$ cat src/rtl/pe_pkg.sv
// Shared definitions for the streaming convolution PE (pe_stream_mac).
// Contents:
//   - Default parameter constants.
//   - FSM state enum.
//   - Signed saturation helper.
package pe_pkg;

  localparam int unsigned DATA_W_DEF = 8;
  localparam int unsigned KDEPTH_DEF = 16;
  localparam int unsigned LANES_DEF  = 4;
  localparam int unsigned ACC_W_DEF  = 20;
  localparam int unsigned OUT_W_DEF  = 12;

  typedef enum logic [1:0] {
    ST_IDLE,
    ST_RUN,
    ST_OUT
  } pe_state_e;

  // Clamp a signed value into the signed range of a w-bit result.
  function automatic logic signed [63:0] sat_clamp(input logic signed [63:0] v,
                                                   input int unsigned w);
    logic signed [63:0] hi;
    logic signed [63:0] lo;
    hi = (64'sd1 <<< (w - 1)) - 64'sd1;
    lo = -(64'sd1 <<< (w - 1));
    if (v > hi)      return hi;
    else if (v < lo) return lo;
    else             return v;
  endfunction

endpackage

$ cat src/rtl/pe_stream_mac_if.sv
// Sample-in / result-out stream bundle for pe_stream_mac.
// Signals:
//   - x_valid, x_ready, x_data : input sample handshake.
//   - y_valid, y_ready, y_data, y_ovf : result handshake.
// Modports:
//   - slave  : the PE side.
//   - master : the neighbouring datapath side (window buffer / collector).
interface pe_stream_mac_if #(
  parameter int unsigned DATA_W = 8,
  parameter int unsigned OUT_W  = 12
) ();
  logic              x_valid;
  logic              x_ready;
  logic [DATA_W-1:0] x_data;
  logic              y_valid;
  logic              y_ready;
  logic [OUT_W-1:0]  y_data;
  logic              y_ovf;

  modport slave  (input  x_valid, x_data, y_ready,
                  output x_ready, y_valid, y_data, y_ovf);
  modport master (output x_valid, x_data, y_ready,
                  input  x_ready, y_valid, y_data, y_ovf);
endinterface

$ cat src/rtl/pe_kernel_buf.sv
// Kernel tap register file for pe_stream_mac.
// Ports:
//   - clk, rst_n : clock and asynchronous active-low reset (clears all taps).
//   - wr_en      : write one lane group (already gated by the PE FSM).
//   - wr_addr    : lane-group index; lane i lands in tap wr_addr*LANES+i.
//   - wr_data    : packed taps, lane 0 in the LSBs.
//   - rd_addr    : tap index.
//   - rd_data    : combinational read of the addressed tap.
module pe_kernel_buf
  import pe_pkg::*;
#(
  parameter int unsigned DATA_W = DATA_W_DEF,
  parameter int unsigned KDEPTH = KDEPTH_DEF,
  parameter int unsigned LANES  = LANES_DEF
) (
  input  logic                             clk,
  input  logic                             rst_n,
  input  logic                             wr_en,
  input  logic [$clog2(KDEPTH/LANES)-1:0]  wr_addr,
  input  logic [LANES*DATA_W-1:0]          wr_data,
  input  logic [$clog2(KDEPTH)-1:0]        rd_addr,
  output logic signed [DATA_W-1:0]         rd_data
);
  localparam int unsigned KIDX_W = $clog2(KDEPTH);

  logic signed [DATA_W-1:0] taps [KDEPTH];

  always_ff @(posedge clk or negedge rst_n) begin
    if (!rst_n) begin
      taps <= '{default: '0};
    end else if (wr_en) begin
      for (int unsigned i = 0; i < LANES; i++) begin
        taps[KIDX_W'(wr_addr * LANES + i)] <= wr_data[i*DATA_W +: DATA_W];
      end
    end
  end

  assign rd_data = taps[rd_addr];

endmodule

$ cat src/rtl/pe_stream_mac.sv
// Streaming convolution PE: multiplies each accepted input sample by the
// current kernel tap, accumulates over k_len taps and presents one result.
// Ports:
//   - clk, rst_n  : clock and asynchronous active-low reset.
//   - k_wr_en, k_wr_addr, k_wr_data : lane-group kernel load (IDLE only).
//   - k_len       : taps per result, sampled on start (0 or >KDEPTH => KDEPTH).
//   - start       : begin one accumulation (IDLE only).
//   - busy        : high in RUN and OUT.
//   - strm        : sample/result stream bundle (slave side).
// Build option: PE_SAT_EN defined clamps the result to the signed OUT_W range
// and flags y_ovf; otherwise the result is truncated and y_ovf stays 0.
module pe_stream_mac
  import pe_pkg::*;
#(
  parameter int unsigned DATA_W = DATA_W_DEF,
  parameter int unsigned KDEPTH = KDEPTH_DEF,
  parameter int unsigned LANES  = LANES_DEF,
  parameter int unsigned ACC_W  = ACC_W_DEF,
  parameter int unsigned OUT_W  = OUT_W_DEF
) (
  input  logic                             clk,
  input  logic                             rst_n,
  input  logic                             k_wr_en,
  input  logic [$clog2(KDEPTH/LANES)-1:0]  k_wr_addr,
  input  logic [LANES*DATA_W-1:0]          k_wr_data,
  input  logic [$clog2(KDEPTH):0]          k_len,
  input  logic                             start,
  output logic                             busy,
  pe_stream_mac_if.slave                   strm
);
  localparam int unsigned KIDX_W = $clog2(KDEPTH);
  localparam int unsigned KLEN_W = KIDX_W + 1;

  pe_state_e                 state;
  logic signed [ACC_W-1:0]   acc;
  logic signed [ACC_W-1:0]   acc_next;
  logic [KLEN_W-1:0]         idx;
  logic [KLEN_W-1:0]         len;
  logic [KLEN_W-1:0]         len_eff;
  logic signed [DATA_W-1:0]  tap;
  logic signed [2*DATA_W-1:0] prod;
  logic                      x_hs;
  logic [OUT_W-1:0]          y_next;
  logic                      ovf_next;

  pe_kernel_buf #(
    .DATA_W (DATA_W),
    .KDEPTH (KDEPTH),
    .LANES  (LANES)
  ) u_kbuf (
    .clk     (clk),
    .rst_n   (rst_n),
    .wr_en   (k_wr_en && (state == ST_IDLE)),
    .wr_addr (k_wr_addr),
    .wr_data (k_wr_data),
    .rd_addr (idx[KIDX_W-1:0]),
    .rd_data (tap)
  );

  always_comb begin
    len_eff = k_len;
    if (k_len == '0 || k_len > KLEN_W'(KDEPTH)) len_eff = KLEN_W'(KDEPTH);
  end

  assign x_hs     = strm.x_valid & strm.x_ready;
  assign prod     = $signed(strm.x_data) * tap;
  assign acc_next = acc + {{(ACC_W-2*DATA_W){prod[2*DATA_W-1]}}, prod};

  // The result register is loaded from acc_next on the final handshake so
  // that y_valid rises the cycle after the last sample, not one later.
`ifdef PE_SAT_EN
  logic signed [63:0] sat;
  always_comb begin
    sat      = sat_clamp(64'(acc_next), OUT_W);
    y_next   = sat[OUT_W-1:0];
    ovf_next = (sat != 64'(acc_next));
  end
`else
  always_comb begin
    y_next   = acc_next[OUT_W-1:0];
    ovf_next = 1'b0;
  end
`endif

  always_ff @(posedge clk or negedge rst_n) begin
    if (!rst_n) begin
      state        <= ST_IDLE;
      acc          <= '0;
      idx          <= '0;
      len          <= '0;
      busy         <= 1'b0;
      strm.x_ready <= 1'b0;
      strm.y_valid <= 1'b0;
      strm.y_data  <= '0;
      strm.y_ovf   <= 1'b0;
    end else begin
      case (state)
        ST_IDLE: begin
          if (start) begin
            len          <= len_eff;
            acc          <= '0;
            idx          <= '0;
            busy         <= 1'b1;
            strm.x_ready <= 1'b1;
            state        <= ST_RUN;
          end
        end
        ST_RUN: begin
          if (x_hs) begin
            acc <= acc_next;
            idx <= idx + KLEN_W'(1);
            if (idx == len - KLEN_W'(1)) begin
              strm.x_ready <= 1'b0;
              strm.y_valid <= 1'b1;
              strm.y_data  <= y_next;
              strm.y_ovf   <= ovf_next;
              state        <= ST_OUT;
            end
          end
        end
        ST_OUT: begin
          if (strm.y_ready) begin
            strm.y_valid <= 1'b0;
            busy         <= 1'b0;
            state        <= ST_IDLE;
          end
        end
        default: state <= ST_IDLE;
      endcase
    end
  end

endmodule

$ cat src/flat_wrapper.sv
// flat-port wrapper written by rule: the top's interface ports become plain ports
module pe_stream_mac_flat import pe_pkg::*;
#(
  parameter int unsigned DATA_W = DATA_W_DEF,
  parameter int unsigned KDEPTH = KDEPTH_DEF,
  parameter int unsigned LANES  = LANES_DEF,
  parameter int unsigned ACC_W  = ACC_W_DEF,
  parameter int unsigned OUT_W  = OUT_W_DEF
)
  (clk, rst_n, k_wr_en, k_wr_addr, k_wr_data, k_len, start, busy, strm_x_valid, strm_x_data, strm_y_ready, strm_x_ready, strm_y_valid, strm_y_data, strm_y_ovf);
  pe_stream_mac_if #(.DATA_W(DATA_W), .OUT_W(OUT_W)) strm_i ();
  input  logic clk;
  input  logic rst_n;
  input  logic k_wr_en;
  input  logic [$clog2(KDEPTH/LANES)-1:0] k_wr_addr;
  input  logic [LANES*DATA_W-1:0] k_wr_data;
  input  logic [$clog2(KDEPTH):0] k_len;
  input  logic start;
  output logic busy;
  input wire logic [$bits(strm_i.x_valid)-1:0] strm_x_valid;
  input wire logic [$bits(strm_i.x_data)-1:0] strm_x_data;
  input wire logic [$bits(strm_i.y_ready)-1:0] strm_y_ready;
  output wire logic [$bits(strm_i.x_ready)-1:0] strm_x_ready;
  output wire logic [$bits(strm_i.y_valid)-1:0] strm_y_valid;
  output wire logic [$bits(strm_i.y_data)-1:0] strm_y_data;
  output wire logic [$bits(strm_i.y_ovf)-1:0] strm_y_ovf;
  assign strm_i.x_valid = strm_x_valid;
  assign strm_i.x_data = strm_x_data;
  assign strm_i.y_ready = strm_y_ready;
  assign strm_x_ready = strm_i.x_ready;
  assign strm_y_valid = strm_i.y_valid;
  assign strm_y_data = strm_i.y_data;
  assign strm_y_ovf = strm_i.y_ovf;
  pe_stream_mac #(.DATA_W(DATA_W), .KDEPTH(KDEPTH), .LANES(LANES), .ACC_W(ACC_W), .OUT_W(OUT_W)) u_core (.clk(clk), .rst_n(rst_n), .k_wr_en(k_wr_en), .k_wr_addr(k_wr_addr), .k_wr_data(k_wr_data), .k_len(k_len), .start(start), .busy(busy), .strm(strm_i));
endmodule
$ cat config.mk
export PLATFORM = sky130hd
export DESIGN_NAME = pe_stream_mac_flat
export DESIGN_NICKNAME = d
export VERILOG_FILES = /design/src/rtl/pe_pkg.sv /design/src/rtl/pe_stream_mac_if.sv /design/src/rtl/pe_kernel_buf.sv /design/src/rtl/pe_stream_mac.sv /design/src/flat_wrapper.sv
export SDC_FILE = /design/constraint.sdc
export NUM_CORES = 1
export LEC_CHECK = 0
export CORE_MARGIN = 4
export CORE_UTILIZATION = 59
export DETAILED_ROUTE_END_ITERATION = 16
export PLACE_DENSITY_LB_ADDON = 0.05
export SYNTH_ARGS = -nofsm -noshare
export SYNTH_HDL_FRONTEND = slang
export SYNTH_HIERARCHICAL = 1
export SYNTH_SLANG_ARGS = --single-unit
$ cat constraint.sdc
create_clock -name clk -period 8.65 [get_ports clk]
set_clock_uncertainty 0.1 [all_clocks]
set_input_delay 1.73 -clock clk [delete_from_list [all_inputs] [get_ports clk]]
set_output_delay 1.73 -clock clk [all_outputs]
set_load 0.01 [all_outputs]
==> summary.json <==
{
  "result_of_the_run": {"value": "complete, no violations"},
  "slew_headroom": {"value": 28.7, "unit": "%"},
  "synth_warnings": {"value": 6},
  "cts.repair_timing.setup_buffer_count": {"value": 0},
  "floorplan.core_area": {"value": 16100, "unit": "sq um"},
  "final_layout_size_suffix_gt1_share": {"value": 24.2, "unit": "%"},
  "filler_free_cell_count_of_the_finished_design": {"value": 1063},
  "startpoint_type": {"value": "register"},
  "criticalPathCategory": {"value": "reg -> reg"},
  "postSynthRegisterBits": {"value": 167},
  "clockPowerShare": {"value": 48.6, "unit": "%"},
  "commonest_non_fill_non_tap_cell_in_the_layout": {"value": "sky130_fd_sc_hd__dfrtp_1"},
  "tightest_slew": {"value": 1.07, "unit": "ns"},
  "timing.final.crit_period": {"value": 7.15, "unit": "ns"},
  "cts.htree.levels": {"value": 4},
  "worst-endpoint-required": {"value": 8.89, "unit": "ns"},
  "dieArea": {"value": 18800, "unit": "sq um"},
  "timing.fmax": {"value": 0.140, "unit": "GHz"},
  "total_leakage_power": {"value": 5.67, "unit": "nW"},
  "drv_slew": {"value": 0},
  "hold_path_class": {"value": "reg -> reg"},
  "synthesis.area": {"value": 9810, "unit": "sq um"},
  "final-setup-viol-count": {"value": 0},
  "cp_data_arrival_time": {"value": 7.39, "unit": "ns"},
  "setup_ws": {"value": 1.50, "unit": "ns"},
  "tritoncts.num_buffers": {"value": 17},
  "period_share": {"value": 82.6, "unit": "%"},
  "cts_root_buffer": {"value": "sky130_fd_sc_hd__clkbuf_16"},
  "drc": {"value": 0},
  "power.switching_fraction": {"value": 21.9, "unit": "%"},
  "regToRegSetupSlack": {"value": 1.50, "unit": "ns"},
  "totalWireLength": {"value": 20500, "unit": "microns"},
  "use_met1": {"value": 29.8, "unit": "%"},
  "power.share.sequential": {"value": 48.2, "unit": "%"},
  "global_route_wire_length_before_repair": {"value": 34400, "unit": "microns"},
  "register_to_register_path_depth": {"value": 26},
  "worstPathBufferInverterCount": {"value": 6},
  "rsz0062_at_grt": {"value": "false"},
  "critical_path.endpoint_type": {"value": "register"},
  "synth_compound_gate_area_share": {"value": 5.73, "unit": "%"},
  "grt_antenna_before_repair": {"value": 0},
  "synth-seq-area-share": {"value": 42.6, "unit": "%"},
  "post_synth_and_or_nand_nor_area_fraction": {"value": 7.26, "unit": "%"},
  "wire_per_inst": {"value": 19.3, "unit": "microns"},
  "power.density_cell_area": {"value": 144, "unit": "nW/um^2"},
  "globalplace.congestion": {"value": 0.925},
  "fin_area": {"value": 11300, "unit": "sq um"},
  "global_route.usage.total": {"value": 23.8, "unit": "%"},
  "post_synth.cell_area_avg": {"value": 12.8, "unit": "sq um"},
  "dpl.cell_count": {"value": 1031},
  "antenna-diode-count": {"value": 0},
  "most-common-layout-cells": {"value": "166 x sky130_fd_sc_hd__dfrtp_1, 138 x sky130_fd_sc_hd__mux2_2, 81 x sky130_fd_sc_hd__inv_1"},
  "overflow": {"value": 0},
  "final-hold-violation-count": {"value": 0},
  "post_cts_hold_buffer_count": {"value": 0},
  "clk-insertion-delay-late": {"value": 0.42, "unit": "ns"},
  "cts_tree": {"value": "built"},
  "yosys.area_share.xor_xnor": {"value": 3.11, "unit": "%"},
  "fillerInstances": {"value": 1175},
  "drt-vias-per-instance": {"value": 5.82},
  "min_path_cells": {"value": 2},
  "start_util": {"value": 60.9, "unit": "%"},
  "r2r_end": {"value": "u_core/strm.y_data[11]"},
  "main_combinational_cell_family_by_area_after_synthesis": {"value": "multiplexers"},
  "crit-reg2reg-launch": {"value": "u_core/idx[0]"},
  "timing.hold.worst_endpoint": {"value": "u_core/strm.y_valid"},
  "cts-root-to-sink-buffers": {"value": 2},
  "area.sequential": {"value": 4180, "unit": "sq um"},
  "global_route.usage.met3": {"value": 4.60, "unit": "%"},
  "power.net_switching": {"value": 0.354, "unit": "mW"},
  "first_global_vias": {"value": 6781},
  "critPathTopFamily": {"value": "adder cells"},
  "drtPass1Iterations": {"value": 5},
  "nNetsFinal": {"value": 963},
  "num_vias": {"value": 6187},
  "tritoncts_num_sinks": {"value": 167},
  "min-delay-start": {"value": "u_core/strm.y_valid"},
  "placement.io_buffers": {"value": 67},
  "syn_to_final_growth": {"value": 14.9, "unit": "%"},
  "largest_net_degree_at_the_start_of_global_routing": {"value": 86},
  "gr-max-usage-layer": {"value": "met2"},
  "placed_cell_area": {"value": 10600, "unit": "sq um"},
  "cts-resized-gates": {"value": 0},
  "clk_pin_slew": {"value": 0.06, "unit": "ns"},
  "drt_iter0_drc": {"value": 277},
  "grtUsageMet2": {"value": 41.3, "unit": "%"},
  "row_count": {"value": 46},
  "preCtsSetupSlack": {"value": 1.50, "unit": "ns"},
  "die_h": {"value": 137, "unit": "microns"},
  "critical_path.startpoint": {"value": "u_core/idx[0]"},
  "maxCapViolations": {"value": 0},
  "worst_path_most_repeated_cell": {"value": "sky130_fd_sc_hd__inv_1"},
  "post_synth_inst_count": {"value": 768},
  "multi_input_combinational_cell_area": {"value": 5150, "unit": "sq um"},
  "fin_setup_tns": {"value": 0, "unit": "ns"},
  "syn-num-nets": {"value": 897},
  "synth-edff-count": {"value": 0},
  "hpwlAfterDp": {"value": 14500, "unit": "microns"},
  "synth-main-ff-cell": {"value": "sky130_fd_sc_hd__dfrtp_1"},
  "ios": {"value": 69},
  "critical_path.slowest_cell": {"value": "sky130_fd_sc_hd__dfrtp_2"},
  "portion_of_netlist_area_occupied_by_mux_cells": {"value": 23.8, "unit": "%"},
  "internal_power": {"value": 1.26, "unit": "mW"},
  "yosys.area_share.adder": {"value": 12.6, "unit": "%"},
  "synth.distinct_cells": {"value": 54},
  "ant_nets": {"value": 0},
  "critPathMaxStageDelay": {"value": 0.92, "unit": "ns"},
  "final_core_util": {"value": 69.9, "unit": "%"},
  "die_width": {"value": 137, "unit": "microns"},
  "postSynth.asyncResetShare": {"value": 100, "unit": "%"},
  "timing.critical_path.fanout_max": {"value": 29},
  "combinationalPowerShare": {"value": 3.2, "unit": "%"},
  "vdd_ir_drop_max": {"value": 140, "unit": "uV"}
}
-- cells in the mapped netlist, types with 4 or more instances --
cell | n | share of area, %
sky130_fd_sc_hd__and2_1 | 36 | 2.3
sky130_fd_sc_hd__a21o_1 | 7 | 0.54
sky130_fd_sc_hd__dfrtp_1 | 167 | 43
sky130_fd_sc_hd__a21oi_1 | 8 | 0.41
sky130_fd_sc_hd__mux4_1 | 14 | 3.7
sky130_fd_sc_hd__and3_1 | 4 | 0.26
sky130_fd_sc_hd__o21ai_0 | 12 | 0.61
sky130_fd_sc_hd__fa_1 | 38 | 7.8
sky130_fd_sc_hd__inv_1 | 81 | 3.1
sky130_fd_sc_hd__buf_2 | 16 | 0.82
sky130_fd_sc_hd__xor2_1 | 7 | 0.63
sky130_fd_sc_hd__mux2_2 | 138 | 16
sky130_fd_sc_hd__nand2b_1 | 7 | 0.45
sky130_fd_sc_hd__ha_1 | 38 | 4.8
sky130_fd_sc_hd__nand3b_1 | 5 | 0.38
sky130_fd_sc_hd__nor3_1 | 4 | 0.20
sky130_fd_sc_hd__nor2_1 | 14 | 0.54
sky130_fd_sc_hd__nand3_1 | 6 | 0.31
sky130_fd_sc_hd__clkbuf_1 | 5 | 0.19
sky130_fd_sc_hd__nand2_1 | 47 | 1.8
sky130_fd_sc_hd__xnor2_1 | 20 | 1.8
sky130_fd_sc_hd__a22oi_1 | 16 | 1.2
sky130_fd_sc_hd__a22o_1 | 11 | 0.98
sky130_fd_sc_hd__mux4_2 | 17 | 3.9
-- power by group through the flow --
stage	clock [mW]	combinational, mW	sequential (mW)
2_1_floorplan	0	0.00264	0.796
3_3_place_gp	0	0.0518	0.795
3_5_place_dp	0	0.0532	0.795
4_1_cts	0.802	0.0534	0.781
5_1_grt	0.831	0.0582	0.780
6_report	0.786	0.0520	0.781
-- how the worst max path moves through the flow --
stage                        endpoint  slack, ns  cells past startpoint
2_1_floorplan  u_core/strm.y_data[10]       2.38                     17
3_3_place_gp   u_core/strm.y_data[10]       1.62                     18
3_5_place_dp   u_core/strm.y_data[11]       1.50                     19
4_1_cts        u_core/strm.y_data[11]       1.49                     21
5_1_grt                u_core/acc[11]       0.99                     26
6_report       u_core/strm.y_data[11]       1.50                     26
-- tightest hold or removal path, delay by kind of cell (launching register included) --
kind | cells | cell delay, ns
flops | 1 | 0.35
simple gates | 2 | 0.10
-- flip-flops by register name, indices dropped and copies added, names as in the netlist --
register	cells
u_core/idx	5
u_core/strm.y_data	12
u_core/acc	12
u_core/u_kbuf/taps	128
u_core/strm.x_ready	1
u_core/state	2
u_core/busy	1
u_core/len	5
u_core/strm.y_valid	1
-- cells by family after synthesis --
group,count (synthesis)
multiplexers,170
flip-flops,167
AND/OR/NAND/NOR,137
buffers and inverters,110
AO/OA/AOI/OAI,77
adder cells (fa/ha/maj),76
XOR/XNOR,30
other,1
-- per-layer routing --
metal  wire, microns  vias up  share of wire (%)
li1                -     2826                  -
met2           10700      136                 52
met1            8520     3182                 42
met3             769       43                3.8
met5               0        -                  0
met4             505        0                2.5
-- cell type report --
class / count / share of cell area, %
clock buffers: 17 / 3.78
clock inverters: 15 / 1.71
inverters: 81 / 2.70
multi-input cells: 491 / 45.8
flip-flops and latches: 167 / 37.1
well taps: 216 / 2.40
repair buffers: 76 / 6.56
-- metrics by stage --
| stage | total power [mW] | hold slack [ns] |
|---|---|---|
| finish | 1.62 | 0.385 |
| global placement | 0.847 | 0.360 |
| global route | 1.67 | 0.397 |
| CTS | 1.64 | 0.397 |
| detailed placement | 0.849 | 0.382 |
| floorplan | 0.798 | 0.355 |
Note: power is estimated with default switching activity, not from simulation.
